**config.mk**
```make
export PLATFORM = sky130hd
export DESIGN_NAME = sam_wb_trace_tx
export DESIGN_NICKNAME = d
export VERILOG_FILES = /design/src/rtl/sam_trace_pkg.sv /design/src/rtl/sam_trace_fifo.sv /design/src/rtl/sam_wb_trace_tx.sv
export SDC_FILE = /design/constraint.sdc
export NUM_CORES = 1
export LEC_CHECK = 0
export CORE_MARGIN = 4
export CORE_UTILIZATION = 53
export CTS_CLUSTER_DIAMETER = 80
export DETAILED_ROUTE_END_ITERATION = 10
export GPL_ROUTABILITY_DRIVEN = 0
export PLACE_DENSITY = 0.72
export SLEW_MARGIN = 20
export SYNTH_ARGS = -nofsm -noshare
export SYNTH_HDL_FRONTEND = slang
export SYNTH_SLANG_ARGS = --single-unit
```
**constraint.sdc**
```tcl
create_clock -name clk -period 13.27 [get_ports clk]
set_clock_uncertainty 0.15 [all_clocks]
set_input_delay 2.654 -clock clk [delete_from_list [all_inputs] [get_ports clk]]
set_output_delay 2.654 -clock clk [all_outputs]
set_load 0.02 [all_outputs]
```
**src/rtl/sam_trace_pkg.sv**
```systemverilog
// Shared types and constants for the NPC/WB trace UART transmitter.
// Optional build macro: SAM_TRACE_CHECKSUM_EN appends an XOR checksum byte to each frame.
package sam_trace_pkg;

  localparam logic [7:0] SYNC_BYTE = 8'hA5;

`ifdef SAM_TRACE_CHECKSUM_EN
  localparam int FRAME_BYTES = 10;
`else
  localparam int FRAME_BYTES = 9;
`endif

  typedef enum logic [1:0] {
    IDLE,
    START,
    DATA,
    STOP
  } tx_state_t;

  typedef struct packed {
    logic [31:0] npc;
    logic [31:0] wb;
  } trace_rec_t;

  // Select byte idx of the frame: sync, NPC little-endian, WB little-endian, optional checksum.
  function automatic logic [7:0] frame_byte(input trace_rec_t rec, input logic [3:0] idx);
    logic [7:0] b;
    b = SYNC_BYTE;
    case (idx)
      4'd1:    b = rec.npc[7:0];
      4'd2:    b = rec.npc[15:8];
      4'd3:    b = rec.npc[23:16];
      4'd4:    b = rec.npc[31:24];
      4'd5:    b = rec.wb[7:0];
      4'd6:    b = rec.wb[15:8];
      4'd7:    b = rec.wb[23:16];
      4'd8:    b = rec.wb[31:24];
`ifdef SAM_TRACE_CHECKSUM_EN
      4'd9:    b = rec.npc[7:0] ^ rec.npc[15:8] ^ rec.npc[23:16] ^ rec.npc[31:24] ^
                   rec.wb[7:0]  ^ rec.wb[15:8]  ^ rec.wb[23:16]  ^ rec.wb[31:24];
`endif
      default: b = SYNC_BYTE;
    endcase
    return b;
  endfunction

endpackage

```
**src/rtl/sam_trace_fifo.sv**
```systemverilog
// Synchronous record FIFO for the trace transmitter. A push into a full FIFO
// is still accepted when a pop happens in the same cycle.
module sam_trace_fifo
  import sam_trace_pkg::*;
#(
  parameter int DEPTH = 8
) (
  input  logic                   clk,
  input  logic                   RN,
  input  logic                   push,
  input  logic                   pop,
  input  trace_rec_t             wr_data,
  output trace_rec_t             rd_data,
  output logic [$clog2(DEPTH):0] level,
  output logic                   full,
  output logic                   empty
);

  localparam int AW = $clog2(DEPTH);
  localparam int LW = AW + 1;

  trace_rec_t    mem [DEPTH];
  logic [AW-1:0] wr_ptr;
  logic [AW-1:0] rd_ptr;
  logic          do_push;
  logic          do_pop;

  assign full    = (level == LW'(DEPTH));
  assign empty   = (level == '0);
  assign do_pop  = pop && !empty;
  assign do_push = push && (!full || do_pop);
  assign rd_data = mem[rd_ptr];

  // Storage array, written only on an accepted push; contents need no reset.
  always_ff @(posedge clk) begin
    if (do_push) begin
      mem[wr_ptr] <= wr_data;
    end
  end

  // Pointers and occupancy; reset empties the FIFO and discards queued records.
  always_ff @(posedge clk) begin
    if (RN) begin
      wr_ptr <= '0;
      rd_ptr <= '0;
      level  <= '0;
    end else begin
      if (do_push) begin
        wr_ptr <= wr_ptr + AW'(1);
      end
      if (do_pop) begin
        rd_ptr <= rd_ptr + AW'(1);
      end
      case ({do_push, do_pop})
        2'b10:   level <= level + LW'(1);
        2'b01:   level <= level - LW'(1);
        default: level <= level;
      endcase
    end
  end

endmodule

```
**src/rtl/sam_wb_trace_tx.sv**
```systemverilog
// Trace transmitter: captures an {NPC, WB} record whenever NPC changes,
// queues it, and sends it as a framed 8N1 UART byte stream.
// Optional build macro: SAM_TRACE_CHECKSUM_EN (10-byte frame with XOR checksum).
module sam_wb_trace_tx
  import sam_trace_pkg::*;
#(
  parameter int CLKS_PER_BIT = 434,
  parameter int DEPTH        = 8
) (
  input  logic                   clk,
  input  logic                   RN,
  input  logic                   trace_en,
  input  logic [31:0]            npc_in,
  input  logic [31:0]            wb_in,
  output logic                   tx,
  output logic                   busy,
  output logic [$clog2(DEPTH):0] fifo_level,
  output logic                   overflow,
  output logic [15:0]            frame_cnt
);

  localparam int              TW        = $clog2(CLKS_PER_BIT);
  localparam logic [TW-1:0]   BIT_LAST  = TW'(CLKS_PER_BIT - 1);
  localparam logic [3:0]      LAST_BYTE = 4'(FRAME_BYTES - 1);

  tx_state_t     state;
  tx_state_t     state_next;
  logic [31:0]   npc_q;
  logic          push;
  logic          pop;
  logic          full;
  logic          empty;
  trace_rec_t    rd_rec;
  trace_rec_t    frame_q;
  logic [TW-1:0] bit_timer;
  logic [2:0]    bit_idx;
  logic [3:0]    byte_idx;
  logic          timer_done;
  logic [7:0]    cur_byte;

  assign push       = trace_en && (npc_in != npc_q);
  assign timer_done = (bit_timer == BIT_LAST);
  assign busy       = (state != IDLE);
  assign cur_byte   = frame_byte(frame_q, byte_idx);

  sam_trace_fifo #(
    .DEPTH(DEPTH)
  ) u_fifo (
    .clk    (clk),
    .RN     (RN),
    .push   (push),
    .pop    (pop),
    .wr_data({npc_in, wb_in}),
    .rd_data(rd_rec),
    .level  (fifo_level),
    .full   (full),
    .empty  (empty)
  );

  // Previous NPC, tracked every cycle so a retirement shows up as a change.
  always_ff @(posedge clk) begin
    if (RN) begin
      npc_q <= '0;
    end else begin
      npc_q <= npc_in;
    end
  end

  // Sticky flag for a record dropped because the FIFO was full with no pop.
  always_ff @(posedge clk) begin
    if (RN) begin
      overflow <= 1'b0;
    end else if (push && full && !pop) begin
      overflow <= 1'b1;
    end
  end

  // Serialiser state register.
  always_ff @(posedge clk) begin
    if (RN) begin
      state <= IDLE;
    end else begin
      state <= state_next;
    end
  end

  // Next-state logic; IDLE pops a queued record the moment one is available.
  always_comb begin
    state_next = state;
    pop        = 1'b0;
    case (state)
      IDLE: begin
        if (!empty) begin
          pop        = 1'b1;
          state_next = START;
        end
      end
      START: begin
        if (timer_done) begin
          state_next = DATA;
        end
      end
      DATA: begin
        if (timer_done && (bit_idx == 3'd7)) begin
          state_next = STOP;
        end
      end
      STOP: begin
        if (timer_done) begin
          state_next = (byte_idx == LAST_BYTE) ? IDLE : START;
        end
      end
      default: state_next = IDLE;
    endcase
  end

  // Line level: idle/stop high, start low, data bits LSB first.
  always_comb begin
    tx = 1'b1;
    case (state)
      START:   tx = 1'b0;
      DATA:    tx = cur_byte[bit_idx];
      default: tx = 1'b1;
    endcase
  end

  // Bit timer, bit/byte indices, frame register and completed-frame counter.
  always_ff @(posedge clk) begin
    if (RN) begin
      bit_timer <= '0;
      bit_idx   <= '0;
      byte_idx  <= '0;
      frame_q   <= '0;
      frame_cnt <= '0;
    end else begin
      if ((state == IDLE) || (state_next != state) || timer_done) begin
        bit_timer <= '0;
      end else begin
        bit_timer <= bit_timer + TW'(1);
      end

      if (state == START) begin
        bit_idx <= '0;
      end else if ((state == DATA) && timer_done) begin
        bit_idx <= bit_idx + 3'd1;
      end

      if (pop) begin
        byte_idx <= '0;
        frame_q  <= rd_rec;
      end else if ((state == STOP) && timer_done && (byte_idx != LAST_BYTE)) begin
        byte_idx <= byte_idx + 4'd1;
      end

      if ((state == STOP) && timer_done && (byte_idx == LAST_BYTE)) begin
        frame_cnt <= frame_cnt + 16'd1;
      end
    end
  end

endmodule

```
---- Word level (Yosys, flattened, before mapping) ----
Memories as Yosys holds them, arrays and structs flattened. A register that Yosys moved wholly into a read port is not among the register bits.
Cells that the tools add are included.
word-level totals
  flip-flop bits (word level) ............. 77
  bits in latches ......................... 0
  RAM bits ................................ 512
  memory bits (read-only) ................. 0
  input port bits ......................... 67
  output and inout bits ................... 23
  logic and storage cells ................. 77
  memories ................................ 1
memories
  name        words  bits a word  read ports  clocked after Yosys merged registers in  write ports  RTL line              text
  u_fifo.mem  8      64           1           1                                        1            sam_trace_fifo.sv:22  trace_rec_t mem [DEPTH];
cells by class
  add/sub/neg operators ................... 8
  $mul .................................... 0
  divide/modulo/power cells ............... 0
  $lt $le $gt $ge ......................... 1
  equal/unequal tests ..................... 19
  shift operators ......................... 0
  mux-type cells .......................... 15
  bitwise logic cells ..................... 0
  reduce and logical (&&, ||, !) cells .... 23
operators by type and width
  cell                                                                           count
  8-bit one-hot mux with 8 select lines                                          1
  32-bit inequality test                                                         1
  16-bit by 1-bit adder with 16-bit output (second input constant)               1
  4-bit by 3-bit equality test with 1-bit output (second input constant)         4
  1-bit logical AND                                                              10
  3-bit by 1-bit adder with 3-bit output (second input constant)                 3
  9-bit by 1-bit adder with 9-bit output (second input constant)                 1
  9-bit equality test (second input constant)                                    1
  4-bit by 1-bit adder with 4-bit output (second input constant)                 2
  4-bit by 2-bit equality test with 1-bit output (second input constant)         2
  4-bit equality test (second input constant)                                    2
  2-bit two-way mux                                                              4
  2-bit one-hot mux with 4 select lines                                          1
  4-bit one-hot mux with 2 select lines                                          1
  2-bit equality test (second input constant)                                    3
  1-bit two-way mux                                                              6
  2-bit OR reduction                                                             3
  2-bit by 1-bit equality test with 1-bit output (second input constant)         2
  4-bit by 1-bit equality test with 1-bit output (second input constant)         1
  4-bit logical NOT                                                              1
  3-bit by 4-bit less-than comparator with 1-bit output (second input constant)  1
  4-bit inequality test (second input constant)                                  1
  2-bit nonzero test                                                             2
  4-bit by 1-bit subtractor with 4-bit output (second input constant)            1
  7 further kinds                                                                11

---- Logic depth before layout (Yosys ltp) ----
Gate-level depths: netlist (run 1).
  word-level depth ........................ 8
  depth in mapped cells ................... 13
  gate-level depth less buffers ........... 12

---- By module ----
From an unflattened synthesis (run 1), not the netlist that was laid out.
second synthesis, totals
  cell total of the unflattened synthesis .. 1492
  area total of the unflattened synthesis .. 25603.3 µm²
by module, submodules not included
  module           instances  cells each  area each (µm²)  sequential area each (µm²)
  sam_trace_fifo   1          825         19897.8          15635.0
  sam_wb_trace_tx  1          667         5705.5           2622.5

---- Worst setup path after synthesis (run 1) ----
Ideal clock, no wire load.
  path type ............................... input-to-reg
  from .................................... input npc_in[8]
  to ...................................... memory u_fifo.mem[4][0] in the netlist's numbering (enable)
  setup time .............................. 0.578 ns
  arrival ................................. 8.158 ns
  data required time ...................... 12.542 ns
  setup slack ............................. 4.384 ns
  cell stages on the path ................. 6
  path buffers ............................ 0
  cell sequence ........................... xnor2_1 -> nand4_1 -> nor4_1 -> a21oi_2 -> nand2b_1 -> nor3b_1
on the way
  cells in the longest elaborated chain, start to end .. 5
ends and longest elaborated chain
  element                                  RTL line               text
  from (decl)                              sam_wb_trace_tx.sv:13  input logic [31:0] npc_in,
  32-bit inequality test                   sam_wb_trace_tx.sv:41  assign push = trace_en && (npc_in != npc_q);
  1-bit logical AND                        sam_wb_trace_tx.sv:41
  1-bit logical AND                        sam_trace_fifo.sv:31   assign do_push = push && (!full || do_pop);
  1-bit two-way mux                        sam_trace_fifo.sv:36   if (do_push) begin
  1-bit two-way mux (not written as such)  sam_trace_fifo.sv:37   mem[wr_ptr] <= wr_data;
  to (decl)                                sam_trace_fifo.sv:22
Every way passes these cells.

---- Worst setup path after layout (run 1) ----
  from .................................... register byte_idx[0]
  to ...................................... output tx
on the way
  cells in the longest elaborated chain, start to end .. 5
  elaborated cells on any way between the ends .. 12
  those cells by class .................... 8 x eq/ne; 4 x mux
ends and longest elaborated chain
  element                                        RTL line                text
  from (decl)                                    sam_wb_trace_tx.sv:37   logic [3:0] byte_idx;
  from (signal assigned)                         sam_wb_trace_tx.sv:152  byte_idx <= byte_idx + 4'd1;
  4-bit equality test (tied with other cells)    sam_trace_pkg.sv:29     case (idx)
  8-bit one-hot mux with 8 select lines (*)      sam_trace_pkg.sv:29
  1-bit binary-select mux with 3-bit select (*)  sam_wb_trace_tx.sv:122  DATA: tx = cur_byte[bit_idx];
  1-bit two-way mux (not written as such) (*)    sam_wb_trace_tx.sv:122
  1-bit one-hot mux with 2 select lines (*)      sam_wb_trace_tx.sv:120  case (state)
  to (decl)                                      sam_wb_trace_tx.sv:15   output logic tx,
Mark *: on every way between the ends. The rest lies on a longest branch, timed or not. The select of a mux whose other input is x is not followed.

==> impl_results.md, run 1 <==
- Pleak: 0.00907 µW
- Switching Share: 26.3%
- CTS tree: built
- Most frequent cell after synthesis: edfxtp_1
- IR drop worst, VDD: 0.000170 V
- Ys flop type: edfxtp_1
- GRT overflow: 0
- Initial antenna violation count: 2
- Hold Vio Cnt, Final: 0
- First-pass GRT wire length: 79700 µm
- Yosys top cell area share: 61.0%
- Fin crit period: 6.60 ns
- Synthesized Nets: 1491
- Die Y: 226 µm
- Post-route ant nets: 0
- Effective utilization at floorplan: 53.9%
- WP buf/inv: 2
- H-tree depth: 3
- Vias per cell: 6.00
- Slew HR: 28.7%
- Ys Warns: 0
- Worst stage delay on the critical path: 0.60 ns
- Tightest Pin Transition: 1.07 ns
- Worst hold margin: 0.298 ns
- #FFs+latches synth: 653
- F_max: 0.152 GHz
- Ys async rst share: 0%
- Fin cells: 2165
- RSZ-0062 raised after global routing: no
- Kind of critical path: reg -> out
- IO Pins: 90
- End-of-flow core utilization: 61.8%
- TritonCTS buffer count: 67
- HPWL Detailed: 29800 µm
- Met3 global-route usage: 4.61%
- Die ar.: 51100 µm²
- Post-Synthesis Cells: 1410
- Vias post-DR: 13000
- Yosys top cell by area: edfxtp_1
- Status: complete, no violations
- Vias in the first global route: 13000
- Critical Path RT: 10.47 ns
- Busiest grt layer: met2
- Slowest-stage cell, CP: clkdlybuf4s50_1
- Comb pwr share: 17.7%
- Core ar.: 46800 µm²
- Power share of the clock group: 35.2%
- Kind of end point of the critical path: primary output
- Slew Viols, Final: 0
- WP data arrival: 3.79 ns
- Sink Count: 653
- Clk_lat worst skew: 0.59 ns
- WL/cell: 24.1 µm
- Total GRT Usage: 20.7%
- Count of input and output buffers: 89
- HP Class: reg -> reg
- Share of layout cells above drive strength 1: 17.3%
- Longest Clk Path Bufs: 3
- Top cells by count, synth: edfxtp_1 (512), dfxtp_1 (141), mux4_2 (128)
- Setup TNS: 0 ns
- Synth Area per Inst: 17.9 µm²
- Layout area overhead: 14.6%
- Power per cell area: 181 nW/µm²
- Dpl cells: 2046
- Post-CTS Setup Inserts: 0
- DR pass1 iterations: 6
- Sequential share of power: 47.1%
- Netlist cell types: 68
- Rows: 79
- Fin crit share: 49.7%
- CTS root buf: clkbuf_16
- GR Util met2: 32.7%
- Startpoint types: flip-flop
- Post-CTS Resized: 0
- Ant diodes: 0
- Cell Int Power: 3850 µW
- Worst-path maximum fanout: 17
- Critical path cell sequence: inv_1, ha_1, a222oi_1, nand3_1, a221o_1, a211o_1, o2111ai_1, nand4_1, clkdlybuf4s50_1
- Hold_buf cts: 0
- Psw: 1370 µW
- Chip width: 226 µm
- Synth area leaders: edfxtp_1 (61%), mux4_2 (11%), dfxtp_1 (11%)
- Met1 GRT Util: 29.4%
- Setup violations, final: 0
- Count of flip-flops with a built-in enable after synthesis: 512
- DR DRC count: 0
- Mapped Area: 25200 µm²
- Max Cap Viol: 0
- Post-Route WL: 52200 µm
- Largest net degree at the start of global routing: 110
- Register area share after synthesis: 72.2%
- Layout Nets: 1589
- Delay-heaviest family, CP: compound AO/OA/AOI/OAI gates
- Initial drt markers: 1140
- Reg clk slew, reported paths: 0.06 ns
flip-flops by register name (all words and copies together), names as in the netlist:
name           count
u_fifo.mem       512
frame_q           64
npc_q             32
frame_cnt         16
bit_timer          9
byte_idx           4
u_fifo.level       4
bit_idx            3
u_fifo.rd_ptr      3
u_fifo.wr_ptr      3
state              2
overflow           1
cells in the final DEF (no fill, tap or decap), drive strengths merged, types with 23 or more instances in the layout:
cell type,netlist,layout
clkinv,0,26
dfxtp,141,141
nor2,115,115
buf,43,23
xnor2,42,42
clkdlybuf4s50,0,88
clkbuf,39,83
nor2b,37,37
mux2i,74,74
a211oi,65,65
edfxtp,512,512
mux4,128,128
path summary, 6_finish.rpt:
check / from / end / slack (ns) / cells past startpoint
worst max-delay path: byte_idx[0] / tx / 6.67 / 9
worst max register to register: state[1] / u_fifo.mem[7][36] / 9.40 / 7
worst min-delay path: overflow / overflow / 0.30 / 2
worst min register to register: overflow / overflow / 0.30 / 2
final cells by class:
cell class / count / area (µm²)
Clock buffer: 83 / 1820
Fill cell: 3247 / 17900
Inverter: 14 / 52.6
Tap cell: 607 / 759
Clock inverter: 36 / 337
Timing Repair Buffer: 111 / 1050
Multi-Input combinational cell: 661 / 6670
Sequential cell: 653 / 18200
power by group through the flow:
stage	Sequential (µW)	Combinational (µW)	Clock (µW)
CTS	2460	936	1870
global placement	2500	912	0
finish	2460	924	1840
detailed placement	2500	928	0
floorplan	2440	720	0
global route	2480	1010	1960
worst reg2reg max path: stages, from the launching register on:
cell and delay, ns:
dfxtp_1 0.44, nor2_2 0.32, nor3_1 0.15, nand2b_1 0.18
a21oi_2 0.37, nand2_1 0.29, nor2_4 0.81, buf_4 0.75
per-stage QoR:
step | setup WS (ns) | cell area (µm²) | power (µW)
after floorplan | 4.38 | 25200 | 3160
after global placement | 6.61 | 26700 | 3410
after detailed placement | 6.51 | 26700 | 3430
after CTS | 6.71 | 28900 | 5270
after global routing | 6.46 | 28900 | 5450
final | 6.67 | 28900 | 5220
kinds of logic after synthesis:
group	after synthesis	share of synthesized area (%)
compound gates	136	4.01
buf+inv	96	1.61
mux	206	14.6
flops	653	72.2
simple gates	246	4.86
fa+ha+maj	14	0.724
xor+xnor	59	2.05
routing by layer:
metal	share of wire (%)	up-vias
met4	2.8	4
li1	-	5775
met5	0.042	-
met3	6.6	103
met2	48	424
met1	42	6686
Power figures use the tool's default switching activity.
==> run 2, diff against run 1 <==
--- a/config.mk
+++ b/config.mk
@@ -10,7 +10,7 @@
 export CTS_CLUSTER_DIAMETER = 80
 export DETAILED_ROUTE_END_ITERATION = 10
 export GPL_ROUTABILITY_DRIVEN = 0
-export PLACE_DENSITY = 0.72
+export PLACE_DENSITY = 0.74
 export SLEW_MARGIN = 20
 export SYNTH_ARGS = -nofsm -noshare
 export SYNTH_HDL_FRONTEND = slang
==> constraint.sdc (replaced) <==
create_clock -name clk -period 5.4 [get_ports clk]
set_clock_uncertainty 0.15 [all_clocks]
set_input_delay 1.08 -clock clk [delete_from_list [all_inputs] [get_ports clk]]
set_output_delay 1.08 -clock clk [all_outputs]
set_load 0.02 [all_outputs]
==> run 2 against run 1 <==
Net effect:
- sequential share of layout area is 0.093 points lower
- die area stayed put
- setup slack got worse by 6.3 ns
- register-to-register slack got worse by 7.3 ns
- flip-flop and latch count is the same
- final cell count up 0.28%
- global-route usage down 0.20 points
- critical path type unchanged
==> impl_results.md, run 2 (same netlist as run 1, synthesis figures left out) <==
- Power Total: 12700 µW (was 5220 µW)
- Post-route ant nets: 0 (unchanged)
- Critical Path RT: 4.17 ns (was 10.47 ns)
- Power share of the clock group: 34.7% (was 35.2%)
- Post-Route WL: 51600 µm (was 52200 µm)
- Setup violations, final: 0 (unchanged)
- Fin crit period: 5.02 ns
- WP data arrival: 3.79 ns (about the same)
- Total length of routed met3 wires: 3430 µm (about the same)
- Initial antenna violation count: 2 (unchanged)
- Initial drt markers: 1160 (was 1140)
- Rows: 79 (unchanged)
- H-tree depth: 3 (unchanged)
- Slew HR: 30.4% (was 28.7%)
- First-pass GRT wire length: 79000 µm (was 79700 µm)
- Most common cell after layout, fill and taps aside: edfxtp_1 (unchanged)
- Slew Viols, Final: 0 (unchanged)
- Kind of critical path: reg -> out (unchanged)
- WP buf/inv: 2 (unchanged)
- CP Launch Point: byte_idx[0] (unchanged)
- Worst stage delay on the critical path: 0.66 ns (was 0.60 ns)
- Switching Share: 26.5% (was 26.3%)
- Hold Vio Cnt, Final: 0 (unchanged)
- Delay-heaviest family, CP: compound AO/OA/AOI/OAI gates (unchanged)
- Post-CTS Resized: 0 (unchanged)
- Met1 wire length: 21900 µm (was 22200 µm)
- Power per cell area: 440 nW/µm² (was 181 nW/µm²)
- HP Class: reg -> reg (unchanged)
- Layout Nets: 1593 (was 1589)
- Comb pwr share: 17.5% (was 17.7%)
- GRT overflow: 0 (unchanged)
- Layout area overhead: 14.8% (was 14.6%)
- CP Depth: 9 (unchanged)
- Slowest-stage cell, CP: ha_1 (was clkdlybuf4s50_1)
- Dpl cell area: 26800 µm² (was 26700 µm²)
- Largest regs: u_fifo.mem: 512 flops, frame_q: 64 flops, npc_q: 32 flops (unchanged)
- DR pass1 iterations: 5 (was 6)
- Status: complete, no violations (unchanged)
- Cell Int Power: 9360 µW (was 3850 µW)
- Vias post-DR: 12900 (was 13000)
- Largest net degree at the start of global routing: 89 (was 110)
- Total GRT Usage: 20.5% (was 20.7%)
- Effective utilization at floorplan: 53.9% (unchanged)
- End-of-flow core utilization: 61.9% (was 61.8%)
- Pleak: 0.00908 µW (was 0.00907 µW)
- Kind of end point of the critical path: primary output (unchanged)
- Die Y: 226 µm (unchanged)
- WHS Path Cells: 2 (unchanged)
- Die ar.: 51100 µm² (unchanged)
- Max Cap Viol: 0 (unchanged)
- DR top layer: met5 (unchanged)
- Longest Clk Path Bufs: 3 (unchanged)
- Psw: 3370 µW (was 1370 µW)
- Met2 WL: 25200 µm (was 25100 µm)
- Core ar.: 46800 µm² (unchanged)
- IR drop worst, VDD: 0.000324 V (was 0.000170 V)
- CTS tree: built (unchanged)
- Cells on worst reg2reg path: 11 (was 7)
- Tightest Pin Transition: 1.04 ns (was 1.07 ns)
- Count of input and output buffers: 89 (unchanged)
- Most frequent cells in the layout: edfxtp_1 (512), dfxtp_1 (138), mux4_2 (128) (unchanged)
- Reg clk slew, reported paths: 0.06 ns (about the same)
- Fill cells: 3236 (was 3247)
- Post-CTS Setup Inserts: 0 (unchanged)
- Finished Cell Area: 28900 µm² (about the same)
- TritonCTS buffer count: 66 (was 67)
- Clk_lat worst skew: 0.59 ns (about the same)
- Sink Count: 653 (unchanged)
- Largest register FFs: 512 (unchanged)
- HPWL Detailed: 30000 µm (was 29800 µm)
- Fin crit share: 93.0%
- Reg-to-reg critical path startpoint: npc_q[31] (was state[1])
- WL/cell: 23.8 µm (was 24.1 µm)
- RSZ-0062 raised after global routing: no (unchanged)
- Vias per cell: 5.93 (was 6.00)
- Vias in the first global route: 13000 (about the same)
- F_max: 0.199 GHz
- Critical path cell sequence: inv_1, ha_1, a222oi_1, nor2b_1, o311a_1, o31ai_1, o311ai_0, nand4_1, clkdlybuf4s50_1 (was inv_1, ha_1, a222oi_1, nand3_1, a221o_1, a211o_1, o2111ai_1, nand4_1, clkdlybuf4s50_1)
- DR DRC count: 0 (unchanged)
- Register with the most flip-flops: u_fifo.mem (unchanged)
- IO Pins: 90 (unchanged)
- CTS root buf: clkbuf_16 (unchanged)
- Worst-path maximum fanout: 17 (unchanged)
- Startpoint types: flip-flop (unchanged)
- Hold_buf cts: 0 (unchanged)
- Share of layout cells above drive strength 1: 17.3% (about the same)
- Sequential share of power: 47.8% (was 47.1%)
- Chip width: 226 µm (unchanged)
- HP Start: overflow (unchanged)
run 2: cell count changes in the layout (fill, tap and decap cells not counted), moves of 3 or more:
cell and change:
clkinv_2 -4, clkbuf_1 +5, clkbuf_8 +6, inv_6 +3, clkbuf_16 -4, buf_12 +4
run 2: worst paths after layout:
path	slack [ns]	endpoint
worst max-delay path	0.38	tx
worst min-delay path	0.30	overflow
worst max register to register	2.15	u_fifo.level[3]
worst min register to register	0.30	overflow
run 2: power groups by stage:
stage	registers [µW]	logic, µW	clock network, µW
2_1_floorplan	6000	1770	0
3_3_place_gp	6180	2210	0
3_5_place_dp	6190	2250	0
4_1_cts	6090	2260	4480
5_1_grt	6130	2450	4710
6_report	6080	2230	4410
run 2: layer usage:
layer  up-vias  GRT usage (%)
li1       5779              -
met1      6623           29.2
met2       392           33.2
met3        73           3.80
met4         2           5.75
met5         -              0
run 2: cell type report:
cell class | count | area [µm²] | share of cell area (%)
inverters | 14 | 52.6 | 0.182
flip-flops and latches | 653 | 18200 | 62.9
repair buffers | 116 | 1140 | 3.94
clock buffers | 90 | 1820 | 6.30
clock inverters | 29 | 275 | 0.951
diodes | 1 | 2.50 | 0.00865
well taps | 607 | 759 | 2.62
multi-input cells | 661 | 6680 | 23.1
run 2: worst min-delay path, stage by stage (launching register included):
cell	delay, ns
dfxtp_1	0.31
inv_1	0.05
a21oi_1	0.05
run 2: per-stage QoR:
| stage | worst slack, ns | setup TNS (ns) | std cells | hold WS, ns |
|---|---|---|---|---|
| after floorplan | -1.89 | -436.28 | 1410 | 0.279 |
| after global placement | 0.922 | 0 | 2051 | 0.292 |
| after detailed placement | 0.761 | 0 | 2051 | 0.294 |
| after CTS | 0.414 | 0 | 2170 | 0.304 |
| after global routing | 0.283 | 0 | 2170 | 0.329 |
| final | 0.377 | 0 | 2171 | 0.303 |
==> run 3, diff against run 2 <==
--- a/config.mk
+++ b/config.mk
@@ -11,6 +11,7 @@
 export DETAILED_ROUTE_END_ITERATION = 10
 export GPL_ROUTABILITY_DRIVEN = 0
 export PLACE_DENSITY = 0.74
+export RECOVER_POWER = 100
 export SLEW_MARGIN = 20
 export SYNTH_ARGS = -nofsm -noshare
 export SYNTH_HDL_FRONTEND = slang
==> run 3 against run 2 <==
Net effect:
- the run now ends with max-capacitance violations, max-slew violations left
- combinational power is essentially flat
- core utilization down 0.19 points
- register-to-register slack lost 0.86 ns
- final area down 0.30%
- critical path type unchanged
- via count increased by 0.58%
- worst hold slack got worse by 0.0011 ns
- first-iteration DRC count is 1.7% higher
- critical path depth is the same
- highest routed layer unchanged
==> impl_results.md, run 3 (same netlist as run 1, synthesis figures left out) <==
- Startpoint types: flip-flop (unchanged)
- Slowest-stage cell, CP: dlygate4sd3_1 (was ha_1)
- Post-Place Worst Slack: 0.761 ns (unchanged)
- Chip width: 226 µm (unchanged)
- Largest net degree at the start of global routing: 89 (unchanged)
- Max Cap Viol: 5 (was 0)
- Setup violations, final: 0 (unchanged)
- Critical Path RT: 4.17 ns (about the same)
- WL/cell: 23.7 µm (was 23.8 µm)
- Largest register FFs: 512 (unchanged)
- Post-route ant nets: 0 (unchanged)
- Vias in the first global route: 13000 (unchanged)
- TritonCTS buffer count: 66 (unchanged)
- Rows: 79 (unchanged)
- Tightest Pin Transition: 3.00 ns (was 1.04 ns)
- Initial antenna violation count: 5 (was 2)
- Critical path cell sequence: inv_1, ha_1, a222oi_1, nand3_1, a221o_1, a211o_1, o2111ai_1, nand4_1, dlygate4sd3_1 (was inv_1, ha_1, a222oi_1, nor2b_1, o311a_1, o31ai_1, o311ai_0, nand4_1, clkdlybuf4s50_1)
- Kind of end point of the critical path: primary output (unchanged)
- WP data arrival: 3.90 ns (was 3.79 ns)
- CTS root buf: clkbuf_16 (unchanged)
- Layout Nets: 1593 (unchanged)
- Multi-input logic area: 6640 µm² (was 6680 µm²)
- Slew HR: -100% (was 30.4%)
- Initial drt markers: 1180 (was 1160)
- Status: finished, violations left (was complete, no violations)
- Most frequent cells in the layout: edfxtp_1 (512), dfxtp_1 (138), mux4_2 (128) (unchanged)
- Vias per cell: 5.95 (was 5.93)
- Fin crit share: 95.0% (was 93.0%)
- Post-CTS Setup Inserts: 0 (unchanged)
- Hold_buf cts: 0 (unchanged)
- IR drop worst, VDD: 0.000320 V (was 0.000324 V)
- Slew Viols, Final: 193 (was 0)
- Largest regs: u_fifo.mem: 512 flops, frame_q: 64 flops, npc_q: 32 flops (unchanged)
- DR DRC count: 0 (unchanged)
- Post-Route WL: 51600 µm (about the same)
- Die ar.: 51100 µm² (unchanged)
- Core ar.: 46800 µm² (unchanged)
- Worst-path maximum fanout: 17 (unchanged)
- Worst hold margin: 0.302 ns (was 0.303 ns)
- Post-CTS Resized: 0 (unchanged)
- Final setup margin: 0.273 ns (was 0.377 ns)
- Register area: 18200 µm² (unchanged)
- Vias post-DR: 12900 (about the same)
- Share of layout cells above drive strength 1: 16.4% (was 17.3%)
- Register with the most flip-flops: u_fifo.mem (unchanged)
- Total GRT Usage: 20.5% (unchanged)
- Reg clk slew, reported paths: 0.06 ns (about the same)
- Fill cells: 3261 (was 3236)
- Delay-heaviest family, CP: compound AO/OA/AOI/OAI gates (unchanged)
- Pleak: 0.00913 µW (was 0.00908 µW)
- GRT overflow: 0 (unchanged)
- Fin crit period: 5.13 ns (was 5.02 ns)
- Die Y: 226 µm (unchanged)
- CTS tree: built (unchanged)
- Hold Vio Cnt, Final: 0 (unchanged)
- Kind of critical path: reg -> out (unchanged)
- Power Total: 12700 µW (about the same)
- RSZ-0062 raised after global routing: no (unchanged)
- First-pass GRT wire length: 79000 µm (unchanged)
- IO Pins: 90 (unchanged)
- Sink Count: 653 (unchanged)
- HP Class: reg -> reg (unchanged)
- Worst stage delay on the critical path: 0.73 ns (was 0.66 ns)
- Longest Clk Path Bufs: 3 (unchanged)
- DR pass1 iterations: 5 (unchanged)
- H-tree depth: 3 (unchanged)
- Effective utilization at floorplan: 53.9% (unchanged)
- Failing checks: max-capacitance violations, max-slew violations
- F_max: 0.195 GHz (was 0.199 GHz)
- HPWL Detailed: 30000 µm (unchanged)
- End-of-flow core utilization: 61.7% (was 61.9%)
- Count of input and output buffers: 89 (unchanged)
- Power per cell area: 440 nW/µm² (about the same)
- Fin cells: 2174 (was 2171)
- Most common cell after layout, fill and taps aside: edfxtp_1 (unchanged)
- WP buf/inv: 2 (unchanged)
- Dpl cells: 2051 (unchanged)
- Clk_lat worst skew: 0.59 ns (about the same)
- Layout area overhead: 14.4% (was 14.8%)
==> run 3: path summary, 6_finish.rpt <==
path | from | endpoint | slack [ns] | depth (start not counted)
hold / removal | overflow | overflow | 0.30 | 2
setup reg to reg | state[1] | u_fifo.mem[7][16] | 1.29 | 7
setup / recovery | byte_idx[0] | tx | 0.27 | 9
hold reg to reg | overflow | overflow | 0.30 | 2
==> run 3: tightest hold or removal path, stage by stage (launching register included) <==
cell     delay [ns]
dfxtp_1        0.31
inv_1          0.05
a21oi_1        0.05
==> run 3: where the power goes <==
part | switching (µW) | internal (µW)
registers | 313 | 5780
logic | 1210 | 997
clock network | 1840 | 2570
total | 3370 | 9340
==> run 3: layout make-up <==
cell class	instances	share of cell area, %
flip-flops and latches	653	63.1
multi-input cells	661	23.0
clock buffers	90	6.32
repair buffers	116	3.78
well taps	607	2.63
clock inverters	29	0.954
inverters	14	0.182
diodes	4	0.0347
==> run 3: per-layer routing <==
| layer | routed length, µm | global-route usage, % | part of all wire, % | vias to the layer above |
|---|---|---|---|---|
| li1 | - | - | - | 5787 |
| met1 | 22400 | 29.2 | 43 | 6698 |
| met2 | 25100 | 33.2 | 49 | 385 |
| met3 | 3100 | 3.80 | 6.0 | 72 |
| met4 | 1020 | 5.75 | 2.0 | 2 |
| met5 | 7 | 0 | 0.014 | - |
==> run 3: per-stage QoR <==
| step | area, µm² | TNS (ns) |
|---|---|---|
| 2_1_floorplan | 25200 | -436.28 |
| 3_3_place_gp | 26800 | 0 |
| 3_5_place_dp | 26800 | 0 |
| 4_1_cts | 28900 | 0 |
| 5_1_grt | 28900 | 0 |
| 6_report | 28900 | 0 |
